==> src/rtl/baccarat_deal_fsm.sv <==
`default_nettype none
// ============================================================================
//  Module      : baccarat_deal_fsm
//  Description : Deal sequencer for the baccarat card datapath. Steps the
//                four opening cards one per step pulse, applies the natural
//                and third-card rules, and drives done and the win lights.
//  Revision    : 1.0  initial release
// ============================================================================
module baccarat_deal_fsm #(
  parameter int NATURAL_MIN      = 8,
  parameter int PLAYER_STAND_MIN = 6
) (
  input  logic       slow_clock,
  input  logic       resetb,
  input  logic       step,
  input  logic [3:0] pscore,
  input  logic [3:0] dscore,
  input  logic [3:0] pcard3,
  output logic       load_pcard1,
  output logic       load_pcard2,
  output logic       load_pcard3,
  output logic       load_dcard1,
  output logic       load_dcard2,
  output logic       load_dcard3,
  output logic       player_win_light,
  output logic       dealer_win_light,
  output logic       done
);

  localparam logic [3:0] C_S_P1     = 4'd0;
  localparam logic [3:0] C_S_D1     = 4'd1;
  localparam logic [3:0] C_S_P2     = 4'd2;
  localparam logic [3:0] C_S_D2     = 4'd3;
  localparam logic [3:0] C_S_EVAL   = 4'd4;
  localparam logic [3:0] C_S_P3     = 4'd5;
  localparam logic [3:0] C_S_EVAL_D = 4'd6;
  localparam logic [3:0] C_S_D3     = 4'd7;
  localparam logic [3:0] C_S_RESULT = 4'd8;

  localparam logic [3:0] C_NATURAL_MIN      = 4'(NATURAL_MIN);
  localparam logic [3:0] C_PLAYER_STAND_MIN = 4'(PLAYER_STAND_MIN);

  logic [3:0] state_q;
  logic [3:0] state_d;
  logic [3:0] w_p3v;
  logic       w_dealer_draw;
  logic       w_natural;
  logic       w_step_ok;

  assign w_step_ok = step & resetb;
  assign w_natural = (pscore >= C_NATURAL_MIN) || (dscore >= C_NATURAL_MIN);

  // Baccarat value of the player's third card: picture cards and bad codes count 0
  always_comb begin
    w_p3v = 4'd0;
    if ((pcard3 >= 4'd1) && (pcard3 <= 4'd9)) begin
      w_p3v = pcard3;
    end
  end

  // Dealer tableau after the player has drawn a third card
  always_comb begin
    w_dealer_draw = 1'b0;
    case (dscore)
      4'd0, 4'd1, 4'd2: w_dealer_draw = 1'b1;
      4'd3:             w_dealer_draw = (w_p3v != 4'd8);
      4'd4:             w_dealer_draw = (w_p3v >= 4'd2) && (w_p3v <= 4'd7);
      4'd5:             w_dealer_draw = (w_p3v >= 4'd4) && (w_p3v <= 4'd7);
      4'd6:             w_dealer_draw = (w_p3v >= 4'd6) && (w_p3v <= 4'd7);
      default:          w_dealer_draw = 1'b0;
    endcase
  end

  // Next-state logic: one state per step pulse, RESULT holds until reset
  always_comb begin
    state_d = state_q;
    case (state_q)
      C_S_P1:     if (step) state_d = C_S_D1;
      C_S_D1:     if (step) state_d = C_S_P2;
      C_S_P2:     if (step) state_d = C_S_D2;
      C_S_D2:     if (step) state_d = C_S_EVAL;
      C_S_EVAL: begin
        if (step) begin
          if (w_natural) begin
            state_d = C_S_RESULT;
          end else if (pscore < C_PLAYER_STAND_MIN) begin
            state_d = C_S_P3;
          end else if (dscore <= 4'd5) begin
            state_d = C_S_D3;
          end else begin
            state_d = C_S_RESULT;
          end
        end
      end
      C_S_P3:     if (step) state_d = C_S_EVAL_D;
      C_S_EVAL_D: if (step) state_d = w_dealer_draw ? C_S_D3 : C_S_RESULT;
      C_S_D3:     if (step) state_d = C_S_RESULT;
      C_S_RESULT: state_d = C_S_RESULT;
      // Unused encodings recover to the start of a round
      default:    state_d = C_S_P1;
    endcase
  end

  // State register with synchronous active-low reset
  always_ff @(posedge slow_clock) begin
    if (!resetb) begin
      state_q <= C_S_P1;
    end else begin
      state_q <= state_d;
    end
  end

  // Mealy load strobes and RESULT outputs, all forced low while in reset
  always_comb begin
    load_pcard1      = 1'b0;
    load_pcard2      = 1'b0;
    load_pcard3      = 1'b0;
    load_dcard1      = 1'b0;
    load_dcard2      = 1'b0;
    load_dcard3      = 1'b0;
    player_win_light = 1'b0;
    dealer_win_light = 1'b0;
    done             = 1'b0;
    if (resetb) begin
      load_pcard1 = w_step_ok && (state_q == C_S_P1);
      load_dcard1 = w_step_ok && (state_q == C_S_D1);
      load_pcard2 = w_step_ok && (state_q == C_S_P2);
      load_dcard2 = w_step_ok && (state_q == C_S_D2);
      load_pcard3 = w_step_ok && (state_q == C_S_P3);
      load_dcard3 = w_step_ok && (state_q == C_S_D3);
      if (state_q == C_S_RESULT) begin
        done             = 1'b1;
        player_win_light = (pscore >= dscore);
        dealer_win_light = (dscore >= pscore);
      end
    end
  end

endmodule
`default_nettype wire

==> config.mk <==
export PLATFORM = sky130hd
export DESIGN_NAME = baccarat_deal_fsm
export DESIGN_NICKNAME = d
export VERILOG_FILES = /design/src/rtl/baccarat_deal_fsm.sv
export SDC_FILE = /design/constraint.sdc
export NUM_CORES = 1
export LEC_CHECK = 0
export ABC_CLOCK_PERIOD_IN_PS = 1250
export BUFFER_PORTS_ARGS = -buffer_cell sky130_fd_sc_hd__buf_2
export CAP_MARGIN = 10
export CORE_ASPECT_RATIO = 1.1
export CORE_MARGIN = 3
export CORE_UTILIZATION = 35
export CTS_BUF_LIST = sky130_fd_sc_hd__clkbuf_4 sky130_fd_sc_hd__clkbuf_8
export DETAILED_ROUTE_END_ITERATION = 6
export MAX_ROUTING_LAYER = met4
export PLACE_DENSITY_LB_ADDON = 0.2
export SYNTH_ARGS = -nofsm -noshare
export SYNTH_HDL_FRONTEND = slang
export SYNTH_SLANG_ARGS = --single-unit
export TNS_END_PERCENT = 100
==> constraint.sdc <==
create_clock -name slow_clock -period 1.25 [get_ports slow_clock]
set_input_delay 0.0625 -clock slow_clock [delete_from_list [all_inputs] [get_ports slow_clock]]
set_output_delay 0.0625 -clock slow_clock [all_outputs]
set_load 0.005 [all_outputs]
==> results of run 1 <==
## final cells by class
cell class / instances / area (um^2) / share of cell area (%)
multi-input cells: 62 / 487 / 56.2
well taps: 16 / 20.0 / 2.31
flip-flops and latches: 4 / 82.6 / 9.54
clock buffers: 3 / 22.5 / 2.60
repair buffers: 34 / 221 / 25.6
inverters: 8 / 32.5 / 3.76
## power groups by stage
stage	Combinational, W	Clock [W]	Sequential, W
floorplan	0.0000922	0	0.000139
global placement	0.000146	0	0.000146
detailed placement	0.000149	0	0.000146
CTS	0.000168	0.000162	0.000146
global route	0.000196	0.000174	0.000147
finish	0.000176	0.000155	0.000146
## per-stage QoR
step,cell area [um^2],TNS [ns],worst slack (ns)
6_report,866,-0.170,-0.0404
5_1_grt,866,-0.834,-0.107
4_1_cts,833,-0.117,-0.0506
3_5_place_dp,731,-0.254,-0.0896
3_3_place_gp,731,-0.221,-0.0883
2_1_floorplan,541,0,0.0509
## routing by layer
metal | track usage, % | vias up | part of all wire (%)
li1 | - | 353 | -
met1 | 17.2 | 304 | 39
met2 | 33.0 | 24 | 54
met3 | 3.45 | 2 | 5.5
met4 | 1.81 | 0 | 1.1
met5 | - | - | 0
## worst max path at each step
| stage | start | endpoint | depth (start not counted) |
|---|---|---|---|
| after floorplan | state_q[3] | state_q[0] | 4 |
| after global placement | pscore[1] | dealer_win_light | 8 |
| after detailed placement | pscore[1] | dealer_win_light | 8 |
| after CTS | dscore[1] | player_win_light | 7 |
| after global routing | state_q[3] | state_q[0] | 5 |
| final | state_q[0] | player_win_light | 4 |
## cell families after synthesis
logic type,Yosys count
adders and majority gates,4
AOI/OAI and AO/OA,17
xor gates and xnor gates,1
and+or+nand+nor,40
DFF,4
buffers and inverters,9
## repair_timing
| action | in CTS | in global routing |
|---|---|---|
| endpoints found under the hold margin | 0 | 0 |
| setup endpoints to repair | 11 | 12 |
| pin swaps | 11 | 6 |
| resized for setup | 17 | 5 |
| setup buffers | 3 | 1 |
## worst max-delay path, stage by stage, from the launching register on
cell	delay (ns)
dfxtp_1	0.39
nor2_4	0.16
nand3_2	0.10
o31ai_1	0.19
buf_2	0.15
## cells in the final DEF, fill, tap and decap left out, drive strengths merged, types with 3 or more instances in the layout
master | Yosys | final
buf | 1 | 34
nor2 | 11 | 11
inv | 8 | 8
nand2 | 7 | 7
nand3 | 6 | 6
o21a | 4 | 4
ha | 4 | 4
dfxtp | 4 | 4
nand4 | 3 | 3
clkbuf | 0 | 3
nor2b | 3 | 3
nor3 | 3 | 3
==> flow_summary.toml, run 1 <==
[global_route]
wire_length_of_the_first_global_routing_pass_um = 2440
grt_util_all_layers_pct = 16.6
grt_max_degree = 8
grt_remaining_overflow = 0
grt_antenna_before_repair = 0
first_global_vias = 594

[worst_setup_path]
timing.critical_path.arrival_ns = 1.23
start_to_end_type_of_the_worst_setup_path = "reg -> out"
reg2reg_depth = 5
end_kind = "primary output"
start_kind = "register"
critPathRequiredTime_ns = 1.19
rr_startpoint = "state_q[0]"
timing.reg2reg.setup_slack_ns = -0.03
critical_path.reg2reg.endpoint = "state_q[0]"
critical_path.max_fanout = 7

[synth]
synth_xor_xnor_area_share_pct = 1.62
postSynthNetCount = 94
synth_simple_gate_area_share_pct = 38.9
synth_compound_gate_area_share_pct = 28.9
netlist-cell-type-count = 31
yosys.cell_count.top_type = "nor2_1"
ys.flop_type = "dfxtp_1"
synth_mux_area_share_pct = 0
largest_family_of_logic_cells_by_synthesized_area = "simple AND/OR/NAND/NOR gates"
synth_area_leader_cell = "dfxtp_1"
mappedNetlistArea_um2 = 541
syn-instance-count = 75
synth_area_leaders = "dfxtp_1, ha_1, nor2_1, a221oi_2, o21a_1"
yosys-top-cells-count = "nor2_1, inv_1, nand2_1, nand3_1"
avgSynthCellArea_um2 = 7.21
area_share_of_the_largest_cell_type_after_synthesis_pct = 14.8
synth_warnings = 0
synth-adder-area-share_pct = 9.26
async_s_r_ff_share_synth_pct = 0
seq_area_frac_synth_pct = 14.8
synth_seq_cells = 4
synth-edff-count = 0

[timing]
grt_setup_unrepaired = "yes"
setup_viol = 8
fin_worst_skew_ns = 0.00430
relative_max_transition_margin_pct = 78.3
timing.final.hold_violations = 0
finalHoldWorstSlack_ns = 0.182
final_critical_path_setup_slack_ns = -0.0404
fmax_mhz = 775
finalWorstPathRequiredPeriod_ns = 1.29
tightest_slew_ns = 0.324
layout_worst_path_cycle_share_pct = 103
slew_violations = 0

[drt]
wirelength_um = 1550
drc_errors = 0
detail_route.first_pass.iterations = 4
routedWlPerCell_um = 12.2
dr_total_vias = 683
violation_count_after_the_first_detailed_route_iteration = 8
vias_per_cell = 5.38
final_antenna_net_count = 0

[finish]
largest_register_ffs = 4
final_layout_size_suffix_gt1_share_pct = 51.4
insertedDiodeCount = 0
fillerInstances = 138
biggestRegsByFlops = "state_q: 4 flops"
final_core_utilization_pct = 61.8
num-nets-final = 132
top_register = "state_q"
layout-area-overhead-vs-synth_pct = 60.2
fin_cells = 127

[die]
initial_util_pct = 38.6
die_w_um = 43.5
core_area_um2 = 1400
area_enclosed_by_the_die_boundary_um2 = 2050
placementRows = 14
die_height_um = 47.2
io_pins = 24

[power_and_ir_drop]
power_density_nw_per_um2 = 551
total_power_w = 0.000477
power.sequential.fraction_pct = 30.7
power.combinational.fraction_pct = 36.9
sw_frac_of_total_pct = 31.1
p_int_w = 0.000329
leakage_nw = 0.403
power.ir.vdd_worst_v = 0.000269
net-switching-power_w = 0.000148
power_frac_clock_pct = 32.4

[placement]
dpl.hpwl_um = 1170
number_of_buffer_cells_added_on_primary_ports = 23
placed_cells = 121
gpl.final_weighted_congestion = 0.731

[hold_path]
min_delay_path_depth = 3
hold_path_end = "state_q[3]"
startpoint_of_the_lowest_slack_hold_path = "resetb"
min_path_type = "in -> reg"

[clocking]
clk_pin_slew_ns = 0.04
h_tree_depth = 1
cts_buffers = 3
hold_buffers = 0
clkLatencyLatePin_ns = 0.23
clock_sinks = 4
cts_root_buf = "clkbuf_4"
max_root_sink_buffers = 2
clock_tree_from_tritoncts = "yes"

[run_status]
status = "finished with violations"
violations = "setup timing"

[run]
max-cap-violations = 0
Note: power is estimated with default switching activity, not from simulation.
==> inputs of run 2 (changes only) <==
Settings changed: PLACE_DENSITY_LB_ADDON 0.2 to 0.05.
==> run 2 against run 1 <==
The flow still finishes with violations (setup timing); sequential share of layout area up 0.24 points; flip-flop and latch count stayed put; via count rose by 2.2%; clock-buffer cell count is the same; non-clock buffer count rose by 4; clock power increased by 6%; global-route usage is 1.8 points higher; power increased by 3.2%; worst hold slack worse by 0.037 ns; cell count up 3.1%; critical path depth increased by 1; maximum frequency increased by 0.45%; critical endpoint unchanged; highest routed layer unchanged.
==> flow_summary.toml, run 2 (same netlist as run 1, synthesis figures left out) <==
[timing]
tightest_slew_ns = 0.262
layout_worst_path_cycle_share_pct = 103
finalHoldWorstSlack_ns = 0.146
setup_viol = 3
relative_max_transition_margin_pct = 82.5
finalWorstPathRequiredPeriod_ns = 1.28
final_critical_path_setup_slack_ns = -0.0346
grt_setup_unrepaired = "yes"
slew_violations = 0
fmax_mhz = 778
fin_worst_skew_ns = 0.000946
timing.final.hold_violations = 0

[placement]
gpl.final_weighted_congestion = 0.808
number_of_buffer_cells_added_on_primary_ports = 23
dpl.hpwl_um = 1200
place_ws_ns = -0.108

[die]
initial_util_pct = 38.6
area_enclosed_by_the_die_boundary_um2 = 2050
die_height_um = 47.2
io_pins = 24
core_area_um2 = 1400
placementRows = 14
die_w_um = 43.5

[finish]
insertedDiodeCount = 0
layout-area-overhead-vs-synth_pct = 65.7
final_common_cell = "buf_2"
largest_register_ffs = 4
num-nets-final = 136
top_register = "state_q"
layout.cells.most_common_list = "buf_2, buf_4, nor2_1, nand2_1, inv_1"
biggestRegsByFlops = "state_q: 4 flops"
fillerInstances = 132
final_layout_size_suffix_gt1_share_pct = 53.9

[worst_setup_path]
start_kind = "register"
critPathRequiredTime_ns = 1.19
critical_path.max_fanout = 4
timing.critical_path.arrival_ns = 1.22
start_to_end_type_of_the_worst_setup_path = "reg -> out"
end_kind = "primary output"

[drt]
violation_count_after_the_first_detailed_route_iteration = 11
final_antenna_net_count = 0
vias_per_cell = 5.33
detail_route.first_pass.iterations = 4
wirelength_um = 1610
routedWlPerCell_um = 12.3
dr_total_vias = 698
drc_errors = 0

[run]
max-cap-violations = 0

[clocking]
cts_buffers = 3
clkLatencyLatePin_ns = 0.24
cts_root_buf = "clkbuf_4"
max_root_sink_buffers = 2
hold_buffers = 0
clock_tree_from_tritoncts = "yes"
clock_sinks = 4
h_tree_depth = 1
clk_pin_slew_ns = 0.04

[run_status]
violations = "setup timing"
status = "finished with violations"

[global_route]
grt_use_met1_pct = 17.5
grt_use_met3_pct = 5.36
grt_util_all_layers_pct = 18.3
grt_max_degree = 8
grt_antenna_before_repair = 0
grt_remaining_overflow = 0
globalRouteMet2Util_pct = 33.3
first_global_vias = 684
globalRoute.busiestLayer = "met2"
wire_length_of_the_first_global_routing_pass_um = 2660

[power_and_ir_drop]
leakage_nw = 0.424
power_density_nw_per_um2 = 550
power.ir.vdd_worst_v = 0.000502

[hold_path]
min_path_type = "in -> reg"
-- run 2: cell count changes in the layout (fill, tap and decap cells not counted), sizes merged --
cell  change
buf       +4
-- run 2: final timing paths --
check	cells after the start	from	end	slack, ns
min reg2reg	2	state_q[1]	state_q[3]	0.66
min	3	resetb	state_q[3]	0.15
max	5	state_q[2]	player_win_light	-0.03
max reg2reg	5	state_q[3]	state_q[0]	-0.01
-- run 2: stage by stage --
step,instance area (um^2),total power (W),cells,setup TNS (ns),util (%)
3_3_place_gp,738,0.000293,122,-0.292,52.7
3_5_place_dp,738,0.000297,122,-0.304,52.7
2_1_floorplan,541,0.000231,75,0,-
5_1_grt,896,0.000541,131,-0.717,63.9
4_1_cts,861,0.000481,129,-0.120,61.4
6_report,896,0.000492,131,-0.0808,63.9
-- run 2: routing by layer --
| layer | vias up | part of all wire (%) |
|---|---|---|
| li1 | 359 | - |
| met1 | 311 | 37 |
| met2 | 24 | 54 |
| met3 | 4 | 7.2 |
| met4 | 0 | 2.3 |
| met5 | - | 0 |
-- run 2: cell type report --
type / instances / area (um^2) / share of cell area, %
multi-input combinational: 62 / 479 / 53.5
timing repair buffer: 38 / 254 / 28.4
sequential: 4 / 87.6 / 9.78
inverter: 8 / 32.5 / 3.63
clock buffer: 3 / 22.5 / 2.51
tap: 16 / 20.0 / 2.23
-- run 2: what timing repair did --
item                       CTS  global route
setup endpoints to repair   12            10
buffers inserted             5             2
pin swaps                    8             5
gates resized for setup     19             6
-- run 2: power by group --
part,total [W],internal [W],switching (W)
Combinational,0.000184,0.0000948,0.0000888
Clock,0.000165,0.000108,0.0000571
Sequential,0.000144,0.000133,0.0000108
-- run 2: critical path, stage by stage (launching register included) --
cell     delay [ns]
dfxtp_2        0.33
buf_6          0.12
nor2b_4        0.12
nand3_2        0.09
o31ai_1        0.18
buf_2          0.14
==> inputs of run 3 (changes only) <==
Settings changed: CORE_AREA from default to 3 3 40 42, CORE_ASPECT_RATIO 1.1 to default, CORE_MARGIN 3 to default, CORE_UTILIZATION 35 to default, DIE_AREA from default to 0 0 43 45.
==> run 3 against run 2 <==
The flow still finishes with violations (setup timing); non-clock buffer count decreased by 4; flip-flop and latch count unchanged; register-to-register slack got worse by 0.02 ns; maximum frequency decreased by 2.1%; sequential power about the same; highest routed layer unchanged.
==> flow_summary.toml, run 3 (same netlist as run 1, synthesis figures left out) <==
[global_route]
grt_util_all_layers_pct = 18.8
grt_antenna_before_repair = 0
grt_max_degree = 8
first_global_vias = 668
grt_remaining_overflow = 0
wire_length_of_the_first_global_routing_pass_um = 2700

[drt]
dr_total_vias = 699
violation_count_after_the_first_detailed_route_iteration = 5
routedWlPerCell_um = 13.3
vias_per_cell = 5.55
drc_errors = 0
wirelength_um = 1680
detail_route.first_pass.iterations = 4
final_antenna_net_count = 0

[power_and_ir_drop]
leakage_nw = 0.415
power_density_nw_per_um2 = 553
power.ir.vdd_worst_v = 0.000478

[die]
placementRows = 13
die_w_um = 43
core_area_um2 = 1280
die_height_um = 45
area_enclosed_by_the_die_boundary_um2 = 1940
initial_util_pct = 42.1
io_pins = 24

[clocking]
max_root_sink_buffers = 2
cts_buffers = 3
clkLatencyLatePin_ns = 0.24
clock_sinks = 4
clk_pin_slew_ns = 0.05
h_tree_depth = 1
clock_tree_from_tritoncts = "yes"
hold_buffers = 0
cts_root_buf = "clkbuf_4"

[finish]
largest_register_ffs = 4
footprint_of_the_flip_flops_and_latches_um2 = 87.6
biggestRegsByFlops = "state_q: 4 flops"
fillerInstances = 105
final_common_cell = "buf_2"
final_cell_area_um2 = 898
num-nets-final = 132
layout-area-overhead-vs-synth_pct = 66.2
final_layout_size_suffix_gt1_share_pct = 58.6
multi_input_area_um2 = 519
insertedDiodeCount = 0
layout.cells.most_common_list = "buf_2, buf_4, nor2_1, inv_1, nand2_1"
top_register = "state_q"

[placement]
detailed_place.area_um2 = 737
dpl.hpwl_um = 1150
gpl.final_weighted_congestion = 0.756
number_of_buffer_cells_added_on_primary_ports = 23

[run_status]
violations = "setup timing"
status = "finished with violations"

[worst_setup_path]
critical_path.max_stage_delay_ns = 0.23
crit_top_cell = "o21a_1"
critical_path.max_fanout = 2
end_kind = "primary output"
start_kind = "input port"
timing.reg2reg.setup_slack_ns = -0.03
start_to_end_type_of_the_worst_setup_path = "in -> out"
timing.critical_path.arrival_ns = 1.25
crit_slowest_cell = "o31ai_2"
critPathRequiredTime_ns = 1.19
crit_path_cell_chain = "buf_8, inv_4, ha_4, nor2b_4, o21a_1, o21a_1, o31ai_2, buf_2"

[timing]
fin_worst_skew_ns = 0.0141
timing.final.hold_violations = 0
final_critical_path_setup_slack_ns = -0.0624
slew_violations = 0
layout_worst_path_cycle_share_pct = 105
fmax_mhz = 762
finalHoldWorstSlack_ns = 0.165
setup_viol = 6
relative_max_transition_margin_pct = 77.5
finalWorstPathRequiredPeriod_ns = 1.31
tightest_slew_ns = 0.337
grt_setup_unrepaired = "yes"

[hold_path]
min_path_type = "in -> reg"

[run]
max-cap-violations = 0
## run 3: changes by cell type in the layout (fill, tap and decap cells not counted), moves of 2 or more
cell | before | now
nand2_1 | 7 | 5
nand2_2 | 0 | 2
buf_4 | 14 | 10
nor2_1 | 9 | 7
## run 3: layout make-up
cell class,instances,share of cell area [%]
clock buffer,3,2.51
tap,15,2.09
timing repair buffer,34,24.2
inverter,8,3.62
sequential,4,9.75
multi-input combinational,62,57.8
## run 3: metal layers
layer	part of all wire [%]	track usage, %	vias up
met1	38	18.8	318
met4	1.8	0	0
met2	54	37.4	27
met3	6.1	6.37	4
met5	0	-	-
li1	-	-	350
## run 3: what timing repair did
item | 4_1_cts | 5_1_grt
gates resized for setup | 24 | 8
pin swaps | 8 | 3
endpoints found under the setup margin | 11 | 11
buffers inserted | 2 | 0
## run 3: where the power goes
group / switching [W] / internal [W]
registers: 0.0000138 / 0.000133
logic: 0.0000920 / 0.0000952
clock network: 0.0000554 / 0.000108
total: 0.000161 / 0.000336
## run 3: worst paths after layout
kind / from / end / cells after the start
setup / recovery: pscore[1] / player_win_light / 8
hold / removal: resetb / state_q[3] / 3
setup reg to reg: state_q[3] / state_q[0] / 4
hold reg to reg: state_q[1] / state_q[3] / 3
## run 3: per-stage QoR
stage | setup TNS, ns | util, % | std cells | total power (W) | setup slack (ns)
floorplan | 0 | - | 75 | 0.000231 | 0.0509
global placement | -0.218 | 57.4 | 121 | 0.000292 | -0.0903
detailed placement | -0.244 | 57.4 | 121 | 0.000295 | -0.104
CTS | -0.0495 | 67.5 | 126 | 0.000490 | -0.0345
global route | -0.722 | 69.9 | 126 | 0.000541 | -0.125
finish | -0.165 | 69.9 | 126 | 0.000497 | -0.0624
## run 3: worst max-delay path, delay by kind of cell
kind | cells | cell delay (ns)
simple gates | 1 | 0.12
fa+ha+maj | 1 | 0.19
buf+inv | 3 | 0.29
compound gates | 3 | 0.59
